File: src/rtl/qam_map_pkg.sv
// Shared definitions for the QPSK/16-QAM/64-QAM upsampling mapper:
// mode encodings, emitter state type, per-order scale factor and Gray decode.
package qam_map_pkg;

  localparam logic [1:0] MODE_QPSK = 2'd0;
  localparam logic [1:0] MODE_16   = 2'd1;
  localparam logic [1:0] MODE_64   = 2'd2;
  localparam logic [1:0] MODE_RSVD = 2'd3;

  // Wide enough to evaluate scale factors for any practical OUT_W.
  localparam int SCALE_W = 128;

  typedef enum logic [1:0] {
    ST_IDLE = 2'd0,
    ST_EMIT = 2'd1
  } emit_state_t;

  // S_L = floor((2^(out_w-1)-1)/(levels-1)): largest step that keeps the
  // outermost level inside the signed output range.
  function automatic logic [SCALE_W-1:0] scale_for(input int out_w, input int levels);
    logic [SCALE_W-1:0] peak;
    peak = (SCALE_W'(1) << (out_w - 1)) - SCALE_W'(1);
    return peak / SCALE_W'(levels - 1);
  endfunction

  // Gray code to binary index; narrower fields are zero-extended by the caller.
  function automatic logic [2:0] gray_to_bin(input logic [2:0] g);
    logic [2:0] b;
    b[2] = g[2];
    b[1] = b[2] ^ g[1];
    b[0] = b[1] ^ g[0];
    return b;
  endfunction

endpackage

File: src/rtl/qam_sym_fifo.sv
// Small synchronous FIFO holding {mode, in_bits} entries. The head entry is
// visible on o_rdata whenever o_empty is low (show-ahead read).
module qam_sym_fifo
  import qam_map_pkg::*;
#(
  parameter int FIFO_DEPTH = 4
) (
  input  logic       clk,
  input  logic       rst_n,
  input  logic       i_wr,
  input  logic [7:0] i_wdata,
  input  logic       i_rd,
  output logic [7:0] o_rdata,
  output logic       o_full,
  output logic       o_empty
);

  localparam int AW = $clog2(FIFO_DEPTH);

  logic [7:0]  r_mem [FIFO_DEPTH];
  logic [AW:0] r_wr_ptr;
  logic [AW:0] r_rd_ptr;
  logic        w_do_wr;
  logic        w_do_rd;

  // Pointers carry one extra wrap bit so full and empty are distinguishable.
  assign o_empty = (r_wr_ptr == r_rd_ptr);
  assign o_full  = (r_wr_ptr[AW] != r_rd_ptr[AW]) &&
                   (r_wr_ptr[AW-1:0] == r_rd_ptr[AW-1:0]);
  assign w_do_wr = i_wr && !o_full;
  assign w_do_rd = i_rd && !o_empty;
  assign o_rdata = r_mem[r_rd_ptr[AW-1:0]];

  // Pointer update; reset empties the FIFO.
  always_ff @(posedge clk) begin
    if (!rst_n) begin
      r_wr_ptr <= '0;
      r_rd_ptr <= '0;
    end else begin
      if (w_do_wr) r_wr_ptr <= r_wr_ptr + (AW+1)'(1);
      if (w_do_rd) r_rd_ptr <= r_rd_ptr + (AW+1)'(1);
    end
  end

  // Storage write; contents need no reset since the pointers gate visibility.
  always_ff @(posedge clk) begin
    if (rst_n && w_do_wr) r_mem[r_wr_ptr[AW-1:0]] <= i_wdata;
  end

endmodule

File: src/rtl/qam_upsampling_mapper.sv
// Run-time selectable QPSK/16-QAM/64-QAM Gray mapper with input FIFO and
// OSR-fold upsampling. One registered I/Q sample per clock while symbols are
// queued; phases 1..OSR-1 are zero-stuffed or held depending on HOLD_MODE.
module qam_upsampling_mapper
  import qam_map_pkg::*;
#(
  parameter int OUT_W      = 32,
  parameter int OSR        = 4,
  parameter int FIFO_DEPTH = 4,
  parameter int HOLD_MODE  = 0
) (
  input  logic                    clk,
  input  logic                    rst_n,
  input  logic [1:0]              mode,
  input  logic [5:0]              in_bits,
  input  logic                    in_valid,
  output logic                    in_ready,
  output logic signed [OUT_W-1:0] out_i,
  output logic signed [OUT_W-1:0] out_q,
  output logic                    out_valid,
  output logic                    out_sym_start,
  output logic                    underrun,
  output logic                    err_mode,
  output logic [1:0]              dbg_state
);

  localparam int PW   = OUT_W + 4;
  localparam int PH_W = (OSR > 1) ? $clog2(OSR) : 1;
  localparam logic [PH_W-1:0] PH_LAST = PH_W'(OSR - 1);

  localparam logic signed [PW-1:0] S_QPSK = PW'(scale_for(OUT_W, 2));
  localparam logic signed [PW-1:0] S_16   = PW'(scale_for(OUT_W, 4));
  localparam logic signed [PW-1:0] S_64   = PW'(scale_for(OUT_W, 8));

  // Input handshake: a transfer happens on a rising edge where in_valid and
  // in_ready are both high; in_ready depends only on FIFO fullness (never on
  // in_valid or on a same-cycle pop) and is held low during reset.
  logic       w_full;
  logic       w_empty;
  logic       w_wr;
  logic       w_pop;
  logic [7:0] w_head;

  assign in_ready = rst_n && !w_full;
  assign w_wr     = in_valid && in_ready;

  qam_sym_fifo #(.FIFO_DEPTH(FIFO_DEPTH)) u_fifo (
    .clk     (clk),
    .rst_n   (rst_n),
    .i_wr    (w_wr),
    .i_wdata ({mode, in_bits}),
    .i_rd    (w_pop),
    .o_rdata (w_head),
    .o_full  (w_full),
    .o_empty (w_empty)
  );

  // ---------------------------------------------------------------- mapper
  logic [1:0]              w_head_mode;
  logic [5:0]              w_head_bits;
  logic [2:0]              w_gi, w_gq;
  logic [2:0]              w_ki, w_kq;
  logic signed [4:0]       w_lm1;
  logic signed [4:0]       w_lvl_i, w_lvl_q;
  logic signed [PW-1:0]    w_lvl_ext_i, w_lvl_ext_q;
  logic signed [PW-1:0]    w_s;
  logic                    w_rsvd;
  logic signed [OUT_W-1:0] w_map_i, w_map_q;

  assign w_head_mode = w_head[7:6];
  assign w_head_bits = w_head[5:0];

  // Split the head entry into axis fields, Gray-decode and scale to levels.
  always_comb begin
    w_gi   = '0;
    w_gq   = '0;
    w_lm1  = 5'sd1;
    w_s    = S_QPSK;
    w_rsvd = 1'b0;
    case (w_head_mode)
      MODE_QPSK: begin
        w_gi = {2'b00, w_head_bits[1]};
        w_gq = {2'b00, w_head_bits[0]};
      end
      MODE_16: begin
        w_gi  = {1'b0, w_head_bits[3:2]};
        w_gq  = {1'b0, w_head_bits[1:0]};
        w_lm1 = 5'sd3;
        w_s   = S_16;
      end
      MODE_64: begin
        w_gi  = w_head_bits[5:3];
        w_gq  = w_head_bits[2:0];
        w_lm1 = 5'sd7;
        w_s   = S_64;
      end
      default: w_rsvd = 1'b1;
    endcase
    w_ki        = gray_to_bin(w_gi);
    w_kq        = gray_to_bin(w_gq);
    // level = 2k - (L-1), symmetric around zero
    w_lvl_i     = $signed({1'b0, w_ki, 1'b0}) - w_lm1;
    w_lvl_q     = $signed({1'b0, w_kq, 1'b0}) - w_lm1;
    w_lvl_ext_i = $signed({{(PW-5){w_lvl_i[4]}}, w_lvl_i});
    w_lvl_ext_q = $signed({{(PW-5){w_lvl_q[4]}}, w_lvl_q});
    // Peak |level*S| never exceeds 2^(OUT_W-1)-1, so truncation is lossless.
    w_map_i     = w_rsvd ? '0 : OUT_W'(w_lvl_ext_i * w_s);
    w_map_q     = w_rsvd ? '0 : OUT_W'(w_lvl_ext_q * w_s);
  end

  // --------------------------------------------------------------- emitter
  emit_state_t             r_state, w_state_nxt;
  logic [PH_W-1:0]         r_phase, w_phase_nxt;
  logic signed [OUT_W-1:0] r_sym_i, r_sym_q, w_sym_i_nxt, w_sym_q_nxt;
  logic signed [OUT_W-1:0] r_out_i, r_out_q, w_out_i_nxt, w_out_q_nxt;
  logic                    r_valid, w_valid_nxt;
  logic                    r_start, w_start_nxt;
  logic                    r_underrun, w_underrun_nxt;
  logic                    r_err, w_err_nxt;

  // Next-state and next-output logic; a pop always starts a fresh phase 0.
  always_comb begin
    w_state_nxt    = r_state;
    w_phase_nxt    = r_phase;
    w_sym_i_nxt    = r_sym_i;
    w_sym_q_nxt    = r_sym_q;
    w_out_i_nxt    = '0;
    w_out_q_nxt    = '0;
    w_valid_nxt    = 1'b0;
    w_start_nxt    = 1'b0;
    w_underrun_nxt = 1'b0;
    w_err_nxt      = r_err;
    w_pop          = 1'b0;
    case (r_state)
      ST_IDLE: begin
        if (!w_empty) w_pop = 1'b1;
      end
      ST_EMIT: begin
        if (r_phase == PH_LAST) begin
          if (!w_empty) begin
            w_pop = 1'b1;
          end else begin
            w_state_nxt    = ST_IDLE;
            w_phase_nxt    = '0;
            w_underrun_nxt = 1'b1;
          end
        end else begin
          w_phase_nxt = r_phase + PH_W'(1);
          w_valid_nxt = 1'b1;
          w_out_i_nxt = (HOLD_MODE != 0) ? r_sym_i : '0;
          w_out_q_nxt = (HOLD_MODE != 0) ? r_sym_q : '0;
        end
      end
      default: w_state_nxt = ST_IDLE;
    endcase
    if (w_pop) begin
      w_state_nxt = ST_EMIT;
      w_phase_nxt = '0;
      w_sym_i_nxt = w_map_i;
      w_sym_q_nxt = w_map_q;
      w_out_i_nxt = w_map_i;
      w_out_q_nxt = w_map_q;
      w_valid_nxt = 1'b1;
      w_start_nxt = 1'b1;
      if (w_rsvd) w_err_nxt = 1'b1;
    end
  end

  // State and output registers; reset abandons any symbol in progress.
  always_ff @(posedge clk) begin
    if (!rst_n) begin
      r_state    <= ST_IDLE;
      r_phase    <= '0;
      r_sym_i    <= '0;
      r_sym_q    <= '0;
      r_out_i    <= '0;
      r_out_q    <= '0;
      r_valid    <= 1'b0;
      r_start    <= 1'b0;
      r_underrun <= 1'b0;
      r_err      <= 1'b0;
    end else begin
      r_state    <= w_state_nxt;
      r_phase    <= w_phase_nxt;
      r_sym_i    <= w_sym_i_nxt;
      r_sym_q    <= w_sym_q_nxt;
      r_out_i    <= w_out_i_nxt;
      r_out_q    <= w_out_q_nxt;
      r_valid    <= w_valid_nxt;
      r_start    <= w_start_nxt;
      r_underrun <= w_underrun_nxt;
      r_err      <= w_err_nxt;
    end
  end

  assign out_i         = r_out_i;
  assign out_q         = r_out_q;
  assign out_valid     = r_valid;
  assign out_sym_start = r_start;
  assign underrun      = r_underrun;
  assign err_mode      = r_err;
  assign dbg_state     = r_state;

endmodule

File: config.mk
export PLATFORM = sky130hd
export DESIGN_NAME = qam_upsampling_mapper
export DESIGN_NICKNAME = d
export VERILOG_FILES = /design/src/rtl/qam_map_pkg.sv /design/src/rtl/qam_sym_fifo.sv /design/src/rtl/qam_upsampling_mapper.sv
export SDC_FILE = /design/constraint.sdc
export NUM_CORES = 1
export LEC_CHECK = 0
export ABC_AREA = 1
export CAP_MARGIN = 30
export CORE_MARGIN = 4
export CORE_UTILIZATION = 23
export CTS_CLUSTER_SIZE = 24
export DETAILED_ROUTE_END_ITERATION = 10
export HOLD_SLACK_MARGIN = 0.05
export PLACE_DENSITY = 0.49
export SYNTH_ARGS = -nofsm -noshare
export SYNTH_HDL_FRONTEND = slang
export SYNTH_SLANG_ARGS = --single-unit
export TNS_END_PERCENT = 1
File: constraint.sdc
create_clock -name clk -period 6.4 [get_ports clk]
set_input_delay 1.92 -clock clk [delete_from_list [all_inputs] [get_ports clk]]
set_output_delay 1.92 -clock clk [all_outputs]
set_load 0.02 [all_outputs]
==> metrics.cfg <==
[timing]
min_period_ps=5930
clock.fmax_ghz=0.169
hold-worst-slack_ps=453
skew_ps=11.8
setup_violations=0
rsz0062_at_grt=yes
finalCritPeriodShare_pct=92.6
drv_slew=0
hold_violations=0
tightest_slew_ps=763
max_slew_margin_pct=48.9

[cts]
htree_levels=3
cts_hold_buf=0
cts_buffers=9
clock_path_buffers=2
cts-root-buf=clkbuf_16
cts_tree=built
cts.sinks=110
cts.clk_slew.worst_paths_ps=70
clock_latency_ps=350

[final_layout]
multi_input_area_um2=3800
final_nets=1008
num-fill-cells=3072
register_area_um2=2530
final_layout_size_suffix_gt1_share_pct=13.8
area_growth_pct=28.0
diodes=0
finalInstanceArea_um2=8760

[synth]
ys_seq_area_share_pct=36.9
synth_area_um2=6840
yosysTopAreaCellShare_pct=22.8
synthCells=788
syn_avg_cell_area_um2=8.68
dominantRegCellSynth=dfxtp_1
ys_async_sr_fraction_pct=0
synth.distinct_cells=44
syn-num-nets=901
ys_top_cells_by_area=dfxtp_1 (23%), edfxtp_1 (14%), fa_1 (14%)
yosys-top-cells-count=inv_1 (144), nand2_1 (134), a21oi_1 (78), dfxtp_1 (78), nor2_1 (71)
synth_edf_count=32
ys_seq_elements=110
yosysTopAreaCell=dfxtp_1
yosys.cell_count.top_type=inv_1
ys_warn_count=0

[routing]
top_layer=met4
met3_length_um=631
drcViolationCount=0
wl_met1_um=7580
drt-pass1-iter-count=6
drt_iter0_drc=225
route.met2.wl_um=6680
vias_per_cell=4.01
num_vias=5153
routed_wirelength_um=15000
wl_per_cell_um=11.7
antenna_left=0

[setup_path]
worst_r2r_path_depth=31
slowest_stage=fa_1
critPathMaxFanout=10
cpMostUsedCell=nand2_1
worstPathRequired_ps=6640
cp_num_buf_inv=10
crit_cells=31
crit_arrival_ps=6170
path_delay_family=adder cells
endpoint_kind=flip-flop
crit_type=flip-flop to flip-flop
cpPeakStageDelay_ps=540
timing.rr.end=out_q[28]$_SDFF_PN0_
startpoint_type=flip-flop
rrSetupSlack_ps=470
crit_end=out_q[28]$_SDFF_PN0_

[run_status]
status=finished, final reports clean

[floorplanning]
start_util_pct=23.6
io_pins=82
fp.dieW_um=180
design.core.area_um2=29000
dieArea_um2=32600
die_h_um=180
rows=62

[placed_design]
port_buffers=80
dpl_cell_area_um2=8250
gp_congestion=0.840
hpwl_um=12000

[run]
cap_viol_max_count=0

[global_routing]
grt_max_degree=23
antenna_found_initial=0
overflow=0
grt.total_usage_pct=9.33
first_global_vias=5149
grt_pass1_wl_um=25300

[min_path]
min_path_type=flip-flop to flip-flop

==> logic make-up after synthesis <==
logic type	synth area share, %
flip-flops	36.9
adder cells (fa/ha/maj)	23.8
other	0.0548
XOR/XNOR	2.67
AO/OA/AOI/OAI	10.7
buffers and inverters	10.2
AND/OR/NAND/NOR	15.7
==> worst register-to-register path: cells and delay by family (launching register included) <==
kind                     cells  cell delay (ps)
AO/OA/AOI/OAI                6             1010
XOR/XNOR                     1              200
adder cells (fa/ha/maj)      7             2550
buffers and inverters       10             1080
flip-flops                   1              400
AND/OR/NAND/NOR              7              600
==> how the worst min path moves through the flow <==
stage	endpoint	slack, ps	cells past startpoint	start
after floorplan	r_phase[0]$_SDFFE_PP0P_	430	1	r_phase[0]$_SDFFE_PP0P_
after global placement	err_mode$_SDFFE_PN0P_	430	2	err_mode$_SDFFE_PN0P_
after detailed placement	err_mode$_SDFFE_PN0P_	440	2	err_mode$_SDFFE_PN0P_
after CTS	err_mode$_SDFFE_PN0P_	460	2	err_mode$_SDFFE_PN0P_
after global routing	err_mode$_SDFFE_PN0P_	500	2	err_mode$_SDFFE_PN0P_
final	err_mode$_SDFFE_PN0P_	450	2	err_mode$_SDFFE_PN0P_
==> placed cells by master, fill, tap and decap left out, types with 8 or more instances in the layout <==
| cell | synthesis | layout |
|---|---|---|
| clkdlybuf4s50_1 | 0 | 80 |
| nand3_1 | 36 | 35 |
| nor2_1 | 71 | 64 |
| buf_4 | 4 | 36 |
| nand2_1 | 134 | 127 |
| fa_1 | 47 | 42 |
| edfxtp_1 | 32 | 32 |
| o21ai_0 | 22 | 18 |
| dfxtp_1 | 78 | 77 |
| ha_1 | 55 | 47 |
| clkbuf_16 | 0 | 10 |
| o21ai_2 | 12 | 14 |
| inv_1 | 144 | 142 |
| nor2_2 | 1 | 8 |
| a21oi_1 | 78 | 71 |
| nand2_2 | 1 | 8 |
| xor2_1 | 13 | 12 |
==> through the flow <==
stage | setup WS (ps) | utilization [%] | instances | TNS [ps]
finish | 471 | 30.2 | 1284 | 0
CTS | 52.1 | 29.5 | 1282 | 0
global placement | 143 | 28.4 | 1266 | 0
global route | -38.1 | 30.2 | 1284 | -123
detailed placement | 69.4 | 28.4 | 1266 | 0
floorplan | 32.8 | - | 788 | 0
==> flip-flops by register name, indices dropped and copies added, names as in the netlist, named ones only <==
name,cells
out_q,31
dbg_state,1
u_fifo.r_mem,32
r_phase,2
out_valid,1
u_fifo.r_rd_ptr,3
err_mode,1
u_fifo.r_wr_ptr,3
underrun,1
out_i,32
out_sym_start,1
==> layer usage <==
layer	up-vias	global-route usage, %
met5	-	0
met4	0	2.18
met3	8	2.10
met2	103	14.8
met1	2348	13.0
li1	2694	-
==> area by class of cell <==
type / count / area share [%]
multi-input combinational: 508 / 43.4
sequential: 110 / 28.9
tap: 384 / 5.49
inverter: 149 / 6.42
clock buffer: 12 / 3.06
clock inverter: 4 / 0.429
timing repair buffer: 117 / 12.4
==> repair_timing <==
action / 4_1_cts / 5_1_grt
setup buffers: 0 / 2
endpoints found under the setup margin: 0 / 52
gates resized for setup: 0 / 53
Power is left out: the tool's default activity adds up to more than one toggle a clock period on the data nets, which glitch-free logic cannot reach.
